**src/rtl/pwm_duty_sequencer_pkg.sv**
```systemverilog
// Shared definitions for the PWM duty sequencer: default widths, FSM states,
// mode encodings and the servo duty window used when target clamping is built in.
package pwm_duty_sequencer_pkg;

  localparam int unsigned DUTY_W_DEF = 7;
  localparam int unsigned STEP_W_DEF = 3;
  localparam int unsigned SW_GAP_DEF = 2;

  // Servo duty window applied to servo-mode targets when PWM_SEQ_CLAMP_EN is defined
  localparam int unsigned SERVO_MIN = 5;
  localparam int unsigned SERVO_MAX = 10;

  localparam logic MODE_LED   = 1'b0;
  localparam logic MODE_SERVO = 1'b1;

  typedef enum logic [2:0] {
    ST_IDLE    = 3'd0,
    ST_RAMP_DN = 3'd1,
    ST_SWITCH  = 3'd2,
    ST_RAMP    = 3'd3,
    ST_HOLD    = 3'd4
  } seq_state_e;

endpackage

```
**src/rtl/pwm_duty_sequencer_if.sv**
```systemverilog
// Command channel of the duty sequencer (valid/ready handshake plus payload).
//   cmd_valid  master->slave  command valid
//   cmd_ready  slave->master  command accepted when cmd_valid & cmd_ready
//   cmd_duty   master->slave  target duty
//   cmd_mode   master->slave  target mode (0 LED, 1 servo)
//   cmd_step   master->slave  slew per PWM period (0 means 1)
interface pwm_duty_sequencer_if #(
  parameter int unsigned DUTY_W = 7,
  parameter int unsigned STEP_W = 3
);
  logic              cmd_valid;
  logic              cmd_ready;
  logic [DUTY_W-1:0] cmd_duty;
  logic              cmd_mode;
  logic [STEP_W-1:0] cmd_step;

  modport master (output cmd_valid, cmd_duty, cmd_mode, cmd_step, input cmd_ready);
  modport slave  (input cmd_valid, cmd_duty, cmd_mode, cmd_step, output cmd_ready);
endinterface

```
**src/rtl/pwm_duty_sequencer_stepper.sv**
```systemverilog
// pwm_seq_stepper: combinational saturating move of cur toward tgt by step.
//   cur, tgt   current and target duty
//   step       slew amount (caller guarantees nonzero)
//   next_c     cur moved toward tgt, landing exactly on tgt when within step
//   arrived_c  |tgt - cur| <= step
module pwm_seq_stepper #(
  parameter int unsigned DUTY_W = 7,
  parameter int unsigned STEP_W = 3
) (
  input  logic [DUTY_W-1:0] cur,
  input  logic [DUTY_W-1:0] tgt,
  input  logic [STEP_W-1:0] step,
  output logic [DUTY_W-1:0] next_c,
  output logic              arrived_c
);
  localparam int unsigned AW = DUTY_W + 1;

  logic [AW-1:0] cur_w;
  logic [AW-1:0] tgt_w;
  logic [AW-1:0] step_w;
  logic [AW-1:0] diff;

  // One guard bit; landing on tgt when within step means no wrap past either end
  always_comb begin
    cur_w     = AW'(cur);
    tgt_w     = AW'(tgt);
    step_w    = AW'(step);
    diff      = (cur_w >= tgt_w) ? (cur_w - tgt_w) : (tgt_w - cur_w);
    arrived_c = (diff <= step_w);
    next_c    = tgt;
    if (!arrived_c) begin
      if (cur_w > tgt_w) next_c = DUTY_W'(cur_w - step_w);
      else               next_c = DUTY_W'(cur_w + step_w);
    end
  end
endmodule

```
**src/rtl/pwm_duty_sequencer.sv**
```systemverilog
// pwm_duty_sequencer: accepts duty/mode commands and slews the applied duty toward
// the target one step per PWM period; a mode change ramps to 0, holds SW_GAP
// periods at 0, flips mode, then ramps to the target.
// Optional build macro PWM_SEQ_CLAMP_EN: clamp servo-mode targets to [SERVO_MIN, SERVO_MAX].
//   clk, rst_n   clock, asynchronous active-low reset
//   ena          enable; low freezes all state and drops cmd_ready
//   period_tick  1-cycle pulse at the start of each PWM period
//   cmd          command channel (slave side)
//   duty_out     applied duty to the PWM
//   mode_out     applied mode to the PWM
//   busy         high outside IDLE/HOLD
//   done         1-cycle pulse when duty_out reaches the target
module pwm_duty_sequencer
  import pwm_duty_sequencer_pkg::*;
#(
  parameter int unsigned DUTY_W = DUTY_W_DEF,
  parameter int unsigned STEP_W = STEP_W_DEF,
  parameter int unsigned SW_GAP = SW_GAP_DEF
) (
  input  logic              clk,
  input  logic              rst_n,
  input  logic              ena,
  input  logic              period_tick,
  pwm_duty_sequencer_if.slave cmd,
  output logic [DUTY_W-1:0] duty_out,
  output logic              mode_out,
  output logic              busy,
  output logic              done
);
  localparam int unsigned GAP_W = (SW_GAP > 1) ? $clog2(SW_GAP) : 1;

  seq_state_e        state_q, state_n;
  logic [DUTY_W-1:0] target_q, target_n;
  logic              tmode_q, tmode_n;
  logic [STEP_W-1:0] step_q, step_n;
  logic [GAP_W-1:0]  gap_q, gap_n;
  logic [DUTY_W-1:0] duty_n;
  logic              mode_n;
  logic              done_n;
  logic [DUTY_W-1:0] step_tgt;
  logic [DUTY_W-1:0] step_next_c;
  logic              step_arrived_c;

  assign cmd.cmd_ready = ena & ((state_q == ST_IDLE) | (state_q == ST_HOLD));

  // Ramp-down heads for 0; ramp-up heads for the latched target
  assign step_tgt = (state_q == ST_RAMP_DN) ? '0 : target_q;

  pwm_seq_stepper #(
    .DUTY_W (DUTY_W),
    .STEP_W (STEP_W)
  ) u_stepper (
    .cur       (duty_out),
    .tgt       (step_tgt),
    .step      (step_q),
    .next_c    (step_next_c),
    .arrived_c (step_arrived_c)
  );

  // Next-state and next-output logic; everything holds while ena is low
  always_comb begin
    state_n  = state_q;
    target_n = target_q;
    tmode_n  = tmode_q;
    step_n   = step_q;
    gap_n    = gap_q;
    duty_n   = duty_out;
    mode_n   = mode_out;
    done_n   = 1'b0;
    if (ena) begin
      unique case (state_q)
        ST_IDLE, ST_HOLD: begin
          // A tick in the accept cycle is deliberately not applied to the new command
          if (cmd.cmd_valid) begin
`ifdef PWM_SEQ_CLAMP_EN
            target_n = cmd.cmd_duty;
            if (cmd.cmd_mode == MODE_SERVO) begin
              if (cmd.cmd_duty < DUTY_W'(SERVO_MIN))      target_n = DUTY_W'(SERVO_MIN);
              else if (cmd.cmd_duty > DUTY_W'(SERVO_MAX)) target_n = DUTY_W'(SERVO_MAX);
            end
`else
            target_n = cmd.cmd_duty;
`endif
            tmode_n = cmd.cmd_mode;
            step_n  = (cmd.cmd_step == '0) ? STEP_W'(1) : cmd.cmd_step;
            gap_n   = '0;
            state_n = (cmd.cmd_mode == mode_out) ? ST_RAMP : ST_RAMP_DN;
          end
        end
        ST_RAMP_DN: begin
          if (period_tick) begin
            duty_n = step_next_c;
            if (step_arrived_c) state_n = ST_SWITCH;
          end
        end
        ST_SWITCH: begin
          if (period_tick) begin
            if (gap_q == GAP_W'(SW_GAP - 1)) begin
              gap_n   = '0;
              mode_n  = tmode_q;
              state_n = ST_RAMP;
            end else begin
              gap_n = gap_q + GAP_W'(1);
            end
          end
        end
        ST_RAMP: begin
          if (period_tick) begin
            duty_n = step_next_c;
            if (step_arrived_c) begin
              done_n  = 1'b1;
              state_n = ST_HOLD;
            end
          end
        end
        default: state_n = ST_IDLE;
      endcase
    end
  end

  // State and output registers
  always_ff @(posedge clk or negedge rst_n) begin
    if (!rst_n) begin
      state_q  <= ST_IDLE;
      target_q <= '0;
      tmode_q  <= MODE_LED;
      step_q   <= '0;
      gap_q    <= '0;
      duty_out <= '0;
      mode_out <= MODE_LED;
      busy     <= 1'b0;
      done     <= 1'b0;
    end else begin
      state_q  <= state_n;
      target_q <= target_n;
      tmode_q  <= tmode_n;
      step_q   <= step_n;
      gap_q    <= gap_n;
      duty_out <= duty_n;
      mode_out <= mode_n;
      busy     <= (state_n != ST_IDLE) && (state_n != ST_HOLD);
      done     <= done_n;
    end
  end
endmodule

```
**src/flat_wrapper.sv**
```systemverilog
// flat-port wrapper written by rule: the top's interface ports become plain ports
module pwm_duty_sequencer_flat import pwm_duty_sequencer_pkg::*;
#(
  parameter int unsigned DUTY_W = DUTY_W_DEF,
  parameter int unsigned STEP_W = STEP_W_DEF,
  parameter int unsigned SW_GAP = SW_GAP_DEF
)
  (clk, rst_n, ena, period_tick, duty_out, mode_out, busy, done, cmd_cmd_valid, cmd_cmd_duty, cmd_cmd_mode, cmd_cmd_step, cmd_cmd_ready);
  pwm_duty_sequencer_if #(.DUTY_W(DUTY_W), .STEP_W(STEP_W)) cmd_i ();
  input  logic clk;
  input  logic rst_n;
  input  logic ena;
  input  logic period_tick;
  output logic [DUTY_W-1:0] duty_out;
  output logic mode_out;
  output logic busy;
  output logic done;
  input wire logic [$bits(cmd_i.cmd_valid)-1:0] cmd_cmd_valid;
  input wire logic [$bits(cmd_i.cmd_duty)-1:0] cmd_cmd_duty;
  input wire logic [$bits(cmd_i.cmd_mode)-1:0] cmd_cmd_mode;
  input wire logic [$bits(cmd_i.cmd_step)-1:0] cmd_cmd_step;
  output wire logic [$bits(cmd_i.cmd_ready)-1:0] cmd_cmd_ready;
  assign cmd_i.cmd_valid = cmd_cmd_valid;
  assign cmd_i.cmd_duty = cmd_cmd_duty;
  assign cmd_i.cmd_mode = cmd_cmd_mode;
  assign cmd_i.cmd_step = cmd_cmd_step;
  assign cmd_cmd_ready = cmd_i.cmd_ready;
  pwm_duty_sequencer #(.DUTY_W(DUTY_W), .STEP_W(STEP_W), .SW_GAP(SW_GAP)) u_core (.clk(clk), .rst_n(rst_n), .ena(ena), .period_tick(period_tick), .cmd(cmd_i), .duty_out(duty_out), .mode_out(mode_out), .busy(busy), .done(done));
endmodule
```
**config.mk**
```make
export PLATFORM = sky130hd
export DESIGN_NAME = pwm_duty_sequencer_flat
export DESIGN_NICKNAME = d
export VERILOG_FILES = /design/src/rtl/pwm_duty_sequencer_pkg.sv /design/src/rtl/pwm_duty_sequencer_if.sv /design/src/rtl/pwm_duty_sequencer_stepper.sv /design/src/rtl/pwm_duty_sequencer.sv /design/src/flat_wrapper.sv
export SDC_FILE = /design/constraint.sdc
export NUM_CORES = 1
export LEC_CHECK = 0
export ABC_AREA = 1
export CAP_MARGIN = 20
export CORE_MARGIN = 5
export CORE_UTILIZATION = 52
export DETAILED_ROUTE_END_ITERATION = 7
export GPL_TIMING_DRIVEN = 0
export PLACE_DENSITY = 0.77
export SLEW_MARGIN = 10
export SYNTH_ARGS = -nofsm -noshare
export SYNTH_HDL_FRONTEND = slang
export SYNTH_HIERARCHICAL = 1
export SYNTH_SLANG_ARGS = --single-unit
```
**constraint.sdc**
```tcl
create_clock -name clk -period 3.4 [get_ports clk]
set_input_delay 0.51 -clock clk [delete_from_list [all_inputs] [get_ports clk]]
set_output_delay 0.51 -clock clk [all_outputs]
set_load 0.05 [all_outputs]
```
**After elaboration in Yosys (flattened, before gate mapping)**

Index checks and enable logic that the tools add are counted.
Widths: inputs -> output; s select.

- Register bits: 25
- Input bits: 16
- Output and inout bits: 11
- Logic and storage cells: 61

- Add/sub/neg operators: 5
- $lt $le $gt $ge: 3
- Eq/ne operators: 8
- Multiplexer cells: 23
- Bitwise gates (word level): 2
- Reduce and logical (&&, ||, !) cells: 11

Operators with widths:

| operator | number |
|---|---|
| $mux 3 | 9 |
| $mux 7 | 3 |
| $sub 7x7->8 | 2 |
| $pmux 3 s4 | 1 |
| $le 8x3->1 | 1 |
| $mux 8 | 1 |
| $reduce_and 4->1 | 2 |
| $add 7x3->7 | 1 |
| $ge 7x7->1 | 1 |
| $gt 7x7->1 | 1 |
| $mux 1 | 7 |
| $sub 7x3->7 | 1 |
| $eq 3x2->1 const B | 2 |
| $logic_not 3->1 | 2 |
| $reduce_and 3->1 | 2 |
| $ne 2x2->1 const B | 2 |
| $reduce_or 2->1 | 2 |
| $eq 3x1->1 const B | 1 |
| $eq 3x3->1 const B | 1 |
| $ne 3x3->1 const B | 1 |
| $reduce_bool 3->1 | 1 |
| $mux 2 | 1 |
| $pmux 1 s2 | 1 |
| $reduce_bool 2->1 | 1 |
| other kinds (5) | 5 |

**Logic depth before layout (Yosys ltp)**

- Depth in word-level cells: 11
- Depth in mapped cells: 30
- Mapped depth without buffers: 30

**By module**

Netlist, hierarchy kept.

By module, submodules not included:

| module | times used | cells an instance | area an instance (µm²) | sequential area each (µm²) |
|---|---|---|---|---|
| pwm_seq_stepper | 1 | 231 | 1280.0 | 0.0 |
| pwm_duty_sequencer | 1 | 150 | 1177.4 | 625.6 |

**Least setup slack after synthesis**

Ideal clock, no wire load.

- Path kind: register to register
- Start point: register u_core.state_q[0]
- End point: register u_core.busy
- Library setup time: 0.129 ns
- Arrival: 3.347 ns
- Required time: 3.271 ns
- Path slack: -0.076 ns
- Cell stages (with the launch flop): 29
- Path buffers: 0
- Period minus slack after synthesis: 3.476 ns
- Cell sequence: dfrtp_1 > nand2_1 > nor2_1 > inv_1 > nand2_1 > inv_1 > ha_1 > inv_1 > fa_1 > nand3_1 > nand3_1 > nand2_1 > nand3_2 > inv_1 > nand2_1 > nand2_1 > xnor2_1 > inv_1 > ha_1 > a21oi_1 > o21ai_0 > nand2_1 > nand2_4 > inv_1 > nand2_1 > nand4_1 > nand2_1 > a21oi_1 > nand3_1

- Word-level cells in the longest chain between the ends: 11
- Elaborated cells on any way between the ends: 24
- Those cells by class: add/sub (2); order compare (2); eq/ne (5); mux (11); reduce/logical (4)

Ends and longest elaborated chain:

| what | line | RTL |
|---|---|---|
| from (decl) | pwm_duty_sequencer.sv:32 | `seq_state_e state_q, state_n;` |
| from (signal assigned) | pwm_duty_sequencer.sv:134 | `state_q <= state_n;` |
| $eq 3x1->1 (*) | pwm_duty_sequencer.sv:47 | `assign step_tgt = (state_q == ST_RAMP_DN) ? '0 : target_q;` |
| $mux 7 (*) | pwm_duty_sequencer.sv:47 |  |
| named net u_core.step_tgt[0] | pwm_duty_sequencer.sv:40 | `logic [DUTY_W-1:0] step_tgt;` |
| $sub 7x7->8 or $ge 7x7->1 (tied branches) | pwm_duty_sequencer_stepper.sv:28 | `diff = (cur_w >= tgt_w) ? (cur_w - tgt_w) : (tgt_w - cur_w);` |
| $mux 8 (*) | pwm_duty_sequencer_stepper.sv:28 |  |
| $le 8x3->1 (*) | pwm_duty_sequencer_stepper.sv:29 | `arrived_c = (diff <= step_w);` |
| named net u_core.step_arrived_c | pwm_duty_sequencer.sv:42 | `logic step_arrived_c;` |
| $mux 3, on equally long branches | pwm_duty_sequencer.sv:110, pwm_duty_sequencer.sv:93 |  |
| $mux 3, on equally long branches | pwm_duty_sequencer.sv:108, pwm_duty_sequencer.sv:91 |  |
| $pmux 3 s4 (*) | pwm_duty_sequencer.sv:71 | `unique case (state_q)` |
| $mux 3 (*) | pwm_duty_sequencer.sv:70 | `if (ena) begin` |
| $ne 3x3->1 or $reduce_bool 3->1 (tied branches) | pwm_duty_sequencer.sv:141 | `busy <= (state_n != ST_IDLE) && (state_n != ST_HOLD);` |
| $logic_and 1x1->1 (*) | pwm_duty_sequencer.sv:141 |  |
| to (signal assigned) | pwm_duty_sequencer.sv:141 |  |
| to (decl) | pwm_duty_sequencer.sv:27 | `output logic busy,` |

Mark *: on every way through the listed nets, which the timed path passes. The rest lies on a longest branch.
A chain may end at the register's enable or synchronous reset.

**Worst setup path in the final report**

- Start point: register u_core.state_q[2]
- End point: register u_core.busy

Same word-level chain as after synthesis.

==> flow_metrics.py <==
metrics = {
    "timing": {
        "holdWs_ns": 0.224,
        "rsz0062_at_grt": "yes",
        "period_needed_ns": 3.38,
        "slew-limit-headroom_pct": 63.3,
        "report.final.slew_viol_count": 0,
        "clock_skew_ns": 0.00181,
        "max_freq_mhz": 296,
        "fin_crit_sh_pct": 99.5,
        "worst_pin_slew_ns": 0.551,
        "hold_violations": 0,
        "fin_ws_ns": 0.0163,
        "setup-violations-final": 0,
    },
    "layout": {
        "fill_cells": 348,
        "fin_area_sq_um": 3420,
        "layout_common_cells": "nand2_1 (123), inv_1 (59), clkdlybuf4s50_1 (25), nand3_1 (25), dfrtp_1 (25)",
        "drive_gt1_share_pct": 27.2,
        "fin_util_pct": 73.3,
        "mostFrequentLayoutCell": "nand2_1",
        "nNetsFinal": 482,
        "insertedDiodeCount": 0,
        "syn_to_final_growth_pct": 39.0,
    },
    "logic_synthesis": {
        "yosys_warnings": 6,
        "synth_cells": 381,
        "synth_nets": 425,
        "ys_types": 26,
        "synth-seq-cells": 25,
        "syn_area_sq_um": 2460,
        "yosysSeqAreaShare_pct": 25.5,
        "avgSynthCellArea_sq_um": 6.45,
    },
    "die": {
        "die_x_um": 78.7,
        "io_pins": 27,
        "initial_utilization_pct": 52.7,
        "core_sq_um": 4660,
        "die_height_um": 78.7,
        "dieArea_sq_um": 6200,
        "row_count": 25,
    },
    "clock_network": {
        "cts_made_buffers": 3,
        "cts_root_buf": "clkbuf_8",
        "cts_num_sinks": 25,
        "clk_path_buf_depth": 2,
        "cts_tree": "yes",
        "path_clk_slew_ns": 0.08,
        "clk_latency_ns": 0.26,
        "cts_hold_buf": 0,
        "htreeDepth": 1,
    },
    "critical_path": {
        "critPathBufInv": 7,
        "critPathTopFamily": "simple AND/OR/NAND/NOR gates",
        "max_stage_delay_ns": 0.40,
        "arrival_ns": 3.54,
        "cp_slowest_cell": "dfrtp_1",
        "cp-end-kind": "register",
        "required_ns": 3.55,
        "cp-start-kind": "register",
        "crit_type": "register to register",
        "path_max_fanout": 7,
    },
    "global_routing": {
        "grt_pass1_vias": 2333,
        "antenna_found_initial": 0,
        "groute.usage.overall_pct": 20.3,
        "grt_max_degree": 26,
        "grt-ovfl-total": 0,
        "grt_pass1_wl_um": 10200,
    },
    "place": {
        "io_buffer_count": 26,
        "hpwl_um": 4330,
        "place_area_sq_um": 2790,
        "place_ws_ns": -0.585,
        "gp_congestion": 0.906,
    },
    "outcome": {
        "outcome": "finished, final reports clean",
    },
    "route": {
        "drc": 0,
        "wl_per_cell_um": 12.8,
        "ant_nets": 0,
        "first_pass_iters": 4,
        "drt_iter0_markers": 137,
        "num_vias": 2535,
        "via_per_inst": 5.16,
        "drt_wl_total_um": 6280,
    },
    "run": {
        "cap_viol_max_count": 0,
    },
    "worst_hold_path": {
        "hold_path.class": "input port to async pin",
    },
}
==> cell usage after synthesis <==
library cell	count	area, sq um
o21ai_0	12	60.1
buf_4	1	7.51
xor2_1	3	26.3
a21oi_1	14	70.1
fa_1	3	60.1
nor2_1	17	63.8
nor2_4	1	11.3
nor2_2	2	12.5
dfrtp_1	25	626
nand3_1	31	155
inv_2	1	3.75
nand2_2	7	43.8
o21ai_2	2	17.5
a211oi_1	1	7.51
inv_1	74	278
buf_6	3	33.8
nand2_1	141	529
buf_2	1	5.00
a31oi_1	1	6.26
nand3b_1	1	7.51
nand4_1	7	43.8
xnor2_1	3	26.3
nand3_2	2	20.0
o31ai_1	1	7.51
ha_1	25	313
nand2_4	2	22.5
==> cells by family (layout without fill, tap and decap cells) <==
| kind of cell | after synthesis | after routing | share of synthesized area [%] |
|---|---|---|---|
| xor gates and xnor gates | 6 | 6 | 2.14 |
| buffers and inverters | 80 | 136 | 13.3 |
| AOI/OAI and AO/OA | 31 | 31 | 6.87 |
| adders and majority gates | 28 | 28 | 15.2 |
| and+or+nand+nor | 211 | 211 | 37.0 |
| DFF | 25 | 25 | 25.5 |
==> path summary, 6_finish.rpt <==
kind,startpoint,endpoint,slack [ns],cells past startpoint
worst min-delay path,rst_n,u_core/state_q[2]$_DFF_PN0_,0.22,1
worst max register to register,u_core/state_q[2]$_DFF_PN0_,u_core/busy$_DFF_PN0_,0.02,28
max in group asynchronous,rst_n,u_core/duty_out[2]$_DFFE_PN0P_,2.82,1
min in group clk,u_core/target_q[6]$_DFFE_PN0P_,u_core/target_q[6]$_DFFE_PN0P_,0.48,2
worst max-delay path,u_core/state_q[2]$_DFF_PN0_,u_core/busy$_DFF_PN0_,0.02,28
worst min register to register,u_core/target_q[6]$_DFFE_PN0P_,u_core/target_q[6]$_DFFE_PN0P_,0.48,2
==> state kept, by name, summed over array words and instances, names as in the netlist <==
register,count
u_core/busy,1
u_core/done,1
u_core/duty_out,7
u_core/gap_q,1
u_core/mode_out,1
u_core/state_q,3
u_core/step_q,3
u_core/target_q,7
u_core/tmode_q,1
==> cell type report <==
| type | instances | area [sq um] | area share [%] |
|---|---|---|---|
| sequential | 25 | 626 | 18.3 |
| tap | 54 | 67.6 | 1.98 |
| multi-input combinational | 276 | 1870 | 54.7 |
| buffer | 5 | 60.1 | 1.76 |
| inverter | 75 | 289 | 8.46 |
| timing repair buffer | 52 | 462 | 13.5 |
| clock buffer | 4 | 45.0 | 1.32 |
==> what timing repair did <==
item                                    CTS  global route
hold endpoints to repair                  0             0
gates resized for setup                  33            72
endpoints found under the setup margin   12            12
pin swaps                                 9            32
setup buffers                            10            16
==> per-layer routing <==
metal / wire length [um] / vias up / global-route usage [%]
met5: 0 / - / 0
met4: 170 / 0 / 5.07
met3: 228 / 14 / 1.70
met2: 3250 / 56 / 37.3
met1: 2630 / 1180 / 25.6
li1: - / 1285 / -
==> metrics by stage <==
step | TNS [ns] | cells
3_3_place_gp | -3.27 | 461
3_5_place_dp | -4.87 | 461
5_1_grt | -1.08 | 491
6_report | 0 | 491
2_1_floorplan | 0 | 381
4_1_cts | 0 | 475
Power is left out: the tool's default activity adds up to more than one toggle a clock period on the data nets, which glitch-free logic cannot reach.
